===== src/rtl/gate_truth_tester.sv =====
// Walks a two-input gate through all four {A,B} vectors, samples Z after a settle
// interval and compares it with the TRUTH table; reports pass, error count and first failing vector.
module gate_truth_tester #(
  parameter int         SETTLE_CYCLES = 2,
  parameter logic [3:0] TRUTH         = 4'b1000
) (
  input  logic       clk,
  input  logic       rst_n,
  input  logic       start,
  input  logic       Z_IN,
  output logic       A_OUT,
  output logic       B_OUT,
  output logic       busy,
  output logic       done,
  output logic       pass,
  output logic [2:0] err_count,
  output logic [1:0] first_fail
);

  typedef enum logic [1:0] {IDLE, APPLY, SAMPLE, DONE} state_t;

  localparam logic [3:0] CNT_LAST = 4'(SETTLE_CYCLES - 1);

  state_t     state_q, state_d;
  logic [1:0] vec_q, vec_d;
  logic [3:0] cnt_q, cnt_d;
  logic       a_q, a_d, b_q, b_d;
  logic       busy_q, busy_d, done_q, done_d, pass_q, pass_d;
  logic [2:0] err_q, err_d;
  logic [1:0] ff_q, ff_d;

  always_ff @(posedge clk or negedge rst_n) begin
    if (!rst_n) begin
      state_q <= IDLE;
      vec_q   <= 2'd0;
      cnt_q   <= 4'd0;
      a_q     <= 1'b0;
      b_q     <= 1'b0;
      busy_q  <= 1'b0;
      done_q  <= 1'b0;
      pass_q  <= 1'b0;
      err_q   <= 3'd0;
      ff_q    <= 2'd0;
    end else begin
      state_q <= state_d;
      vec_q   <= vec_d;
      cnt_q   <= cnt_d;
      a_q     <= a_d;
      b_q     <= b_d;
      busy_q  <= busy_d;
      done_q  <= done_d;
      pass_q  <= pass_d;
      err_q   <= err_d;
      ff_q    <= ff_d;
    end
  end

  always_comb begin
    state_d = state_q;
    vec_d   = vec_q;
    cnt_d   = cnt_q;
    a_d     = a_q;
    b_d     = b_q;
    busy_d  = busy_q;
    done_d  = done_q;
    pass_d  = pass_q;
    err_d   = err_q;
    ff_d    = ff_q;
    case (state_q)
      IDLE, DONE: begin
        a_d = 1'b0;
        b_d = 1'b0;
        if (start) begin
          state_d = APPLY;
          vec_d   = 2'd0;
          cnt_d   = 4'd0;
          err_d   = 3'd0;
          ff_d    = 2'd0;
          busy_d  = 1'b1;
          done_d  = 1'b0;
          pass_d  = 1'b0;
        end
      end
      APPLY: begin
        cnt_d = cnt_q + 4'd1;
        if (cnt_q == CNT_LAST) state_d = SAMPLE;
      end
      SAMPLE: begin
        if (Z_IN != TRUTH[vec_q]) begin
          err_d = err_q + 3'd1;
          if (err_q == 3'd0) ff_d = vec_q;
        end
        if (vec_q == 2'd3) begin
          state_d = DONE;
          busy_d  = 1'b0;
          done_d  = 1'b1;
          pass_d  = (err_d == 3'd0);
          a_d     = 1'b0;
          b_d     = 1'b0;
        end else begin
          // Next vector goes out on the same edge that samples the current one.
          vec_d   = vec_q + 2'd1;
          cnt_d   = 4'd0;
          state_d = APPLY;
          a_d     = vec_d[1];
          b_d     = vec_d[0];
        end
      end
      default: state_d = IDLE;
    endcase
  end

  assign A_OUT      = a_q;
  assign B_OUT      = b_q;
  assign busy       = busy_q;
  assign done       = done_q;
  assign pass       = pass_q;
  assign err_count  = err_q;
  assign first_fail = ff_q;

endmodule


===== config.mk =====
export PLATFORM = sky130hd
export DESIGN_NAME = gate_truth_tester
export DESIGN_NICKNAME = d
export VERILOG_FILES = /design/src/rtl/gate_truth_tester.sv
export SDC_FILE = /design/constraint.sdc
export NUM_CORES = 1
export LEC_CHECK = 0
export CAP_MARGIN = 25
export CORE_AREA = 2 2 59 44
export DETAILED_ROUTE_END_ITERATION = 10
export DIE_AREA = 0 0 61 46
export GPL_TIMING_DRIVEN = 0
export PLACE_DENSITY = 0.72
export RECOVER_POWER = 25
export SYNTH_ARGS = -nofsm -noshare
export SYNTH_HDL_FRONTEND = slang
export SYNTH_SLANG_ARGS = --single-unit

===== constraint.sdc =====
create_clock -name clk -period 1.55 [get_ports clk]
set_input_delay 0.155 -clock clk [delete_from_list [all_inputs] [get_ports clk]]
set_output_delay 0.155 -clock clk [all_outputs]
set_load 0.005 [all_outputs]

==> results.md, run 1 <==
- Run status: finished with violations
- Failing checks: setup timing
- Pwr/cell area: 1490 mW/mm^2
- Hold Path Class: input pin to asynchronous set/reset pin
- Reg2reg setup slack: -20 ps
- Crit-path leading delay family: flip-flops
- Vias in the first global route: 733
- F_max: 0.639 GHz
- Buffers and inverters on the worst path: 0
- Die ar.: 0.00281 mm^2
- Adder-cell share of the synthesized area: 11.3%
- Synth area leader: dfrtp_1
- Worst R2R Path Depth: 5
- Starting Density: 43.3%
- Diodes inserted: 0
- Synth Area in Compound Gates: 17.3%
- Most common cell after layout, fill and taps aside: nand2_1
- Startpoint Class: flop
- Initial antenna violation count: 0
- Number of synthesis warnings: 0
- Max stage delay on crit path: 470 ps
- Die Y: 46 um
- Simple-gate portion of the synthesized area: 15.0%
- FF-to-FF End: first_fail[1]$_DFFE_PN0P_
- Slowest-stage cell, CP: dfrtp_2
- Yosys reg bits: 18
- Min Tclk post-route: 1570 ps
- Unrepaired setup endpoints after global routing: true
- Non-filler cells, final: 158
- Nets: 139
- CP cell instances: ha_4 > xor2_2 > and3b_2 > a41oi_1 > o21ai_1
- Multiplexer area fraction after synthesis: 4.01%
- # rows: 15
- CTS tree: done
- Worst hold slack: 384 ps
- Peak supply drop: 0.612 mV
- Fill cell count: 215
- GR Util All Layers: 16.3%
- Placer congestion estimate: 0.772
- Leak: 0.000573 uW
- Io pins: 14
- Synth top area share: 45.1%
- Max-cap violation count: 0
- Worst Tran Pin Value: 799 ps
- Crit path arrival time: 1750 ps
- Hold Vio Cnt, Final: 0
- Kind of critical path: flop to flop
- Post-Syn Nets: 119
- H-tree depth: 1
- Drt initial violations: 42
- Max-slew violation count: 0
- Wirelength per Cell: 13.3 um
- Syn Area/Cell: 9.43 um^2
- Crit-path max FO: 6
- Worst Skew: 6.52 ps
- First-pass GRT wire length: 3.25 mm
- Commonest non-fill, non-tap cells in the layout: nand2_1, dfrtp_1, clkdlybuf4s50_1
- Area Growth Syn to Fin: 28.8%
- Netlist cell types: 30
- Ys async rst share: 100%
- Chip width: 61 um
- DR vias: 807
- CTS Buf Count: 3
- Clock slew at reported path FFs: 100 ps
- Max Root-Sink Buffers: 2
- Final wirelength: 2.11 mm
- Cells after Synth: 106
- R2R Path Start: vec_q[0]$_DFFE_PN0P_
- Remaining antenna violation count: 0
- CTS Sinks: 18
- Largest net degree at the start of global routing: 19
- Inst Count DP: 153
- Fin worst setup slack: -15.9 ps
- Synth Cell Area: 1000 um^2
- I/O Buffers: 13
- Slew margin rel.: 46.6%
- Endpoint class of the critical path: flop
- Synth area leaders: dfrtp_1, ha_1, nand2_1, o21ai_0, mux2i_1
- Main combinational cell family by area after synthesis: compound AO/OA/AOI/OAI gates
- Worst skew pair latency: 290 ps
- Drt pass-1 iters: 4
- Final setup vio count: 1
- Core area: 0.00231 mm^2
- Ys flop type: dfrtp_1
- Root Driver: clkbuf_4
- DP HPWL: 1.44 mm
- Sequential area share after synthesis: 45.1%
- Setup TNS Final: -15.9 ps
- Vias/cell: 5.11
- Fin crit share: 101%
- Critical Path RT: 1730 ps
- EDFF count, synth: 0
- Layout cell share with drive strength beyond 1: 16.1%
- DRC: 0
- Total gr overflow: 0
- XOR/XNOR share of the synthesized area: 3.50%
## worst max path at each step
stage	startpoint	to	slack, ps	cells past startpoint
detailed placement	state_q[0]$_DFFE_PN0P_	done$_DFFE_PN0P_	-190	6
global placement	state_q[0]$_DFFE_PN0P_	done$_DFFE_PN0P_	-170	6
finish	vec_q[0]$_DFFE_PN0P_	first_fail[1]$_DFFE_PN0P_	-20	5
floorplan	state_q[0]$_DFFE_PN0P_	done$_DFFE_PN0P_	30	6
CTS	vec_q[0]$_DFFE_PN0P_	first_fail[0]$_DFFE_PN0P_	-20	5
global route	vec_q[0]$_DFFE_PN0P_	first_fail[1]$_DFFE_PN0P_	-60	5
## sequential cells by signal, indices dropped and copies added, names as in the netlist
register    count
A_OUT           1
B_OUT           1
busy            1
cnt_q           4
done            1
err_count       3
first_fail      2
pass            1
state_q         2
vec_q           2
## layout make-up
class                           instances  area, um^2  area share (%)
Clock buffer                            3        22.5            1.75
Inverter                                9        33.8            2.62
Multi-Input combinational cell         78         584            45.4
Sequential cell                        18         452            35.1
Tap cell                               34        42.5            3.30
Timing Repair Buffer                   16         153            11.9
## cells in the mapped netlist (all sizes together), types with 2 or more instances
master  number
and2         2
a21oi        5
ha           9
o21ai       12
nand2       18
nor2         5
nand3        3
inv          9
xor2         2
xnor2        2
mux2i        4
dfrtp       18
## layer usage
layer | up-vias | GRT usage [%] | part of all wire [%]
li1 | 402 | - | -
met1 | 380 | 22.3 | 47
met2 | 21 | 23.9 | 47
met3 | 4 | 5.11 | 5.3
met4 | 0 | 6.96 | 1.1
met5 | - | 0 | 0
## cells by family after synthesis
logic type | after synthesis
multiplexers | 4
XOR/XNOR | 4
AND/OR/NAND/NOR | 33
adder cells (fa/ha/maj) | 9
flip-flops | 18
AO/OA/AOI/OAI | 28
buffers and inverters | 10
## worst register-to-register path, stage by stage (launching register included)
cell	delay, ps
dfrtp_2	470
ha_4	200
xor2_2	180
and3b_2	270
a41oi_1	240
o21ai_1	100
## power breakdown
group	switching [uW]	total, uW	internal [uW]
combinational	574	1020	442
clock	138	228	90.4
sequential	108	677	569
total	820	1920	1100
## metrics by stage
stage	util, %	worst slack [ps]	power (uW)	area (um^2)
after floorplan	-	25.9	1260	1000
after global placement	50.9	-174	1470	1180
after detailed placement	50.9	-190	1490	1180
after CTS	53.9	-16.8	1810	1240
after global routing	55.8	-64.2	2080	1290
final	55.8	-15.9	1920	1290
## timing repair
action | 4_1_cts | 5_1_grt
hold buffers | 0 | 0
resized for setup | 9 | 7
buffers inserted | 2 | 1
setup endpoints to repair | 14 | 13
gates cloned | 0 | 0
pin swaps | 0 | 1
(Power assumes the default switching activity.)
==> inputs of run 2 (changes only) <==
Settings changed: CTS_CLUSTER_SIZE set to 25.
==> results of run 2 <==
No change in the layout: final DEF, timing and power equal those of run 1.
==> inputs of run 3 (changes only) <==
Settings changed: PLACE_DENSITY 0.72 to 0.77.
==> results.md, run 3 (synthesis results as in run 1) <==
- F_max: 0.672 GHz
- Vias in the first global route: 766
- CTS tree: done
- DRC: 0
- Max-slew violation count: 0
- Reg with most FFs: cnt_q
- Largest net degree at the start of global routing: 19
- Die ar.: 0.00281 mm^2
- Fill cell count: 211
- Diodes inserted: 0
- DP HPWL: 1.54 mm
- Root Driver: clkbuf_4
- Core area: 0.00231 mm^2
- Buffers and inverters on the worst path: 0
- Most common cell after layout, fill and taps aside: nand2_1
- Origin of the worst setup path: vec_q[0]$_DFFE_PN0P_
- Crit-path max FO: 4
- Worst hold slack: 393 ps
- Min Tclk post-route: 1490 ps
- Nets: 142
- R2R Path Start: vec_q[0]$_DFFE_PN0P_
- First-pass GRT wire length: 3.52 mm
- Kind of critical path: flop to flop
- H-tree depth: 1
- Hold buffer count at CTS: 0
- Met2 routed WL: 1.07 mm
- Run status: completed
- Die Y: 46 um
- Initial antenna violation count: 0
- GR Util All Layers: 17.2%
- Reg2reg setup slack: 60 ps
- Worst Tran Pin Value: 822 ps
- Area Growth Syn to Fin: 35.4%
- Final setup vio count: 0
- Placed Area: 0.00118 mm^2
- Drt initial violations: 41
- Met3 WL: 82 um
- Crit path arrival time: 1670 ps
- Leak: 0.000600 uW
- Critical Path RT: 1740 ps
- Clock slew at reported path FFs: 100 ps
- Slowest-stage cell, CP: dfrtp_2
- # rows: 15
- Fin crit share: 96.0%
- CP cell instances: ha_4 > xor2_2 > and3b_2 > a41oi_2 > o21ai_1
- Worst Skew: 2.40 ps
- Final wirelength: 2.23 mm
- Worst skew pair latency: 290 ps
- Endpoint class of the critical path: flop
- I/O Buffers: 13
- Crit-path leading delay family: flip-flops
- Pwr/cell area: 1500 mW/mm^2
- Vias/cell: 5.03
- Peak supply drop: 0.774 mV
- Max-cap violation count: 0
- Remaining antenna violation count: 0
- CTS Sinks: 18
- Max FFs per register: 4
- Total gr overflow: 0
- Io pins: 14
- DR vias: 810
- Max stage delay on crit path: 470 ps
- Hold Path Class: input pin to asynchronous set/reset pin
- Top Layer Used: met4
- Layout cell share with drive strength beyond 1: 22.0%
- CTS Buf Count: 3
- Placer congestion estimate: 0.812
- Final Cell Area: 0.00135 mm^2
- Chip width: 61 um
- Wirelength per Cell: 13.8 um
- Commonest non-fill, non-tap cells in the layout: nand2_1, dfrtp_1, clkdlybuf4s50_1
- Wire length on met1: 1.05 mm
- Max Root-Sink Buffers: 2
- Starting Density: 43.3%
- Slew margin rel.: 45.0%
- Drt pass-1 iters: 4
- Startpoint Class: flop
- Hold Vio Cnt, Final: 0
## run 3: cell types whose count changed in the layout (fill, tap and decap cells not counted), sizes merged
cell / previous run / this run
buf: 3 / 6
## run 3: repair_timing
item                                    4_1_cts  5_1_grt
setup buffers                                 3        3
endpoints found under the setup margin       14       13
resized for setup                            15        8
pin swaps                                     0        1
## run 3: layout make-up
class                   count  area, um^2  share of cell area [%]
multi-input cells          78         627                    46.3
well taps                  34        42.5                    3.14
clock buffers               3        22.5                    1.66
flip-flops and latches     18         453                    33.5
inverters                   9        33.8                    2.50
repair buffers             19         175                    12.9
## run 3: worst paths after layout
path | end | cells past startpoint
max | first_fail[1]$_DFFE_PN0P_ | 5
min | first_fail[0]$_DFFE_PN0P_ | 1
max reg2reg | first_fail[1]$_DFFE_PN0P_ | 5
min reg2reg | done$_DFFE_PN0P_ | 1
max in group asynchronous | vec_q[0]$_DFFE_PN0P_ | 1
min in group clk | done$_DFFE_PN0P_ | 1
## run 3: stage by stage
stage	instances	utilization (%)	setup WS, ps	TNS [ps]	total power, uW
floorplan	106	-	25.9	0	1260
global placement	153	50.9	-166	-879	1460
detailed placement	153	50.9	-218	-1710	1510
CTS	159	56.1	2.52	0	1960
global route	161	58.6	-12.2	-15.0	2200
finish	161	58.6	61.7	0	2030
## run 3: routing by layer
metal	global-route usage [%]	vias up
met5	0	-
met2	26.9	12
met3	5.11	4
met1	24.2	390
li1	-	404
met4	2.61	0
## run 3: power breakdown
part / internal (uW) / switching [uW]
Clock: 90.6 / 142
Combinational: 499 / 614
Sequential: 569 / 119
Total: 1160 / 874
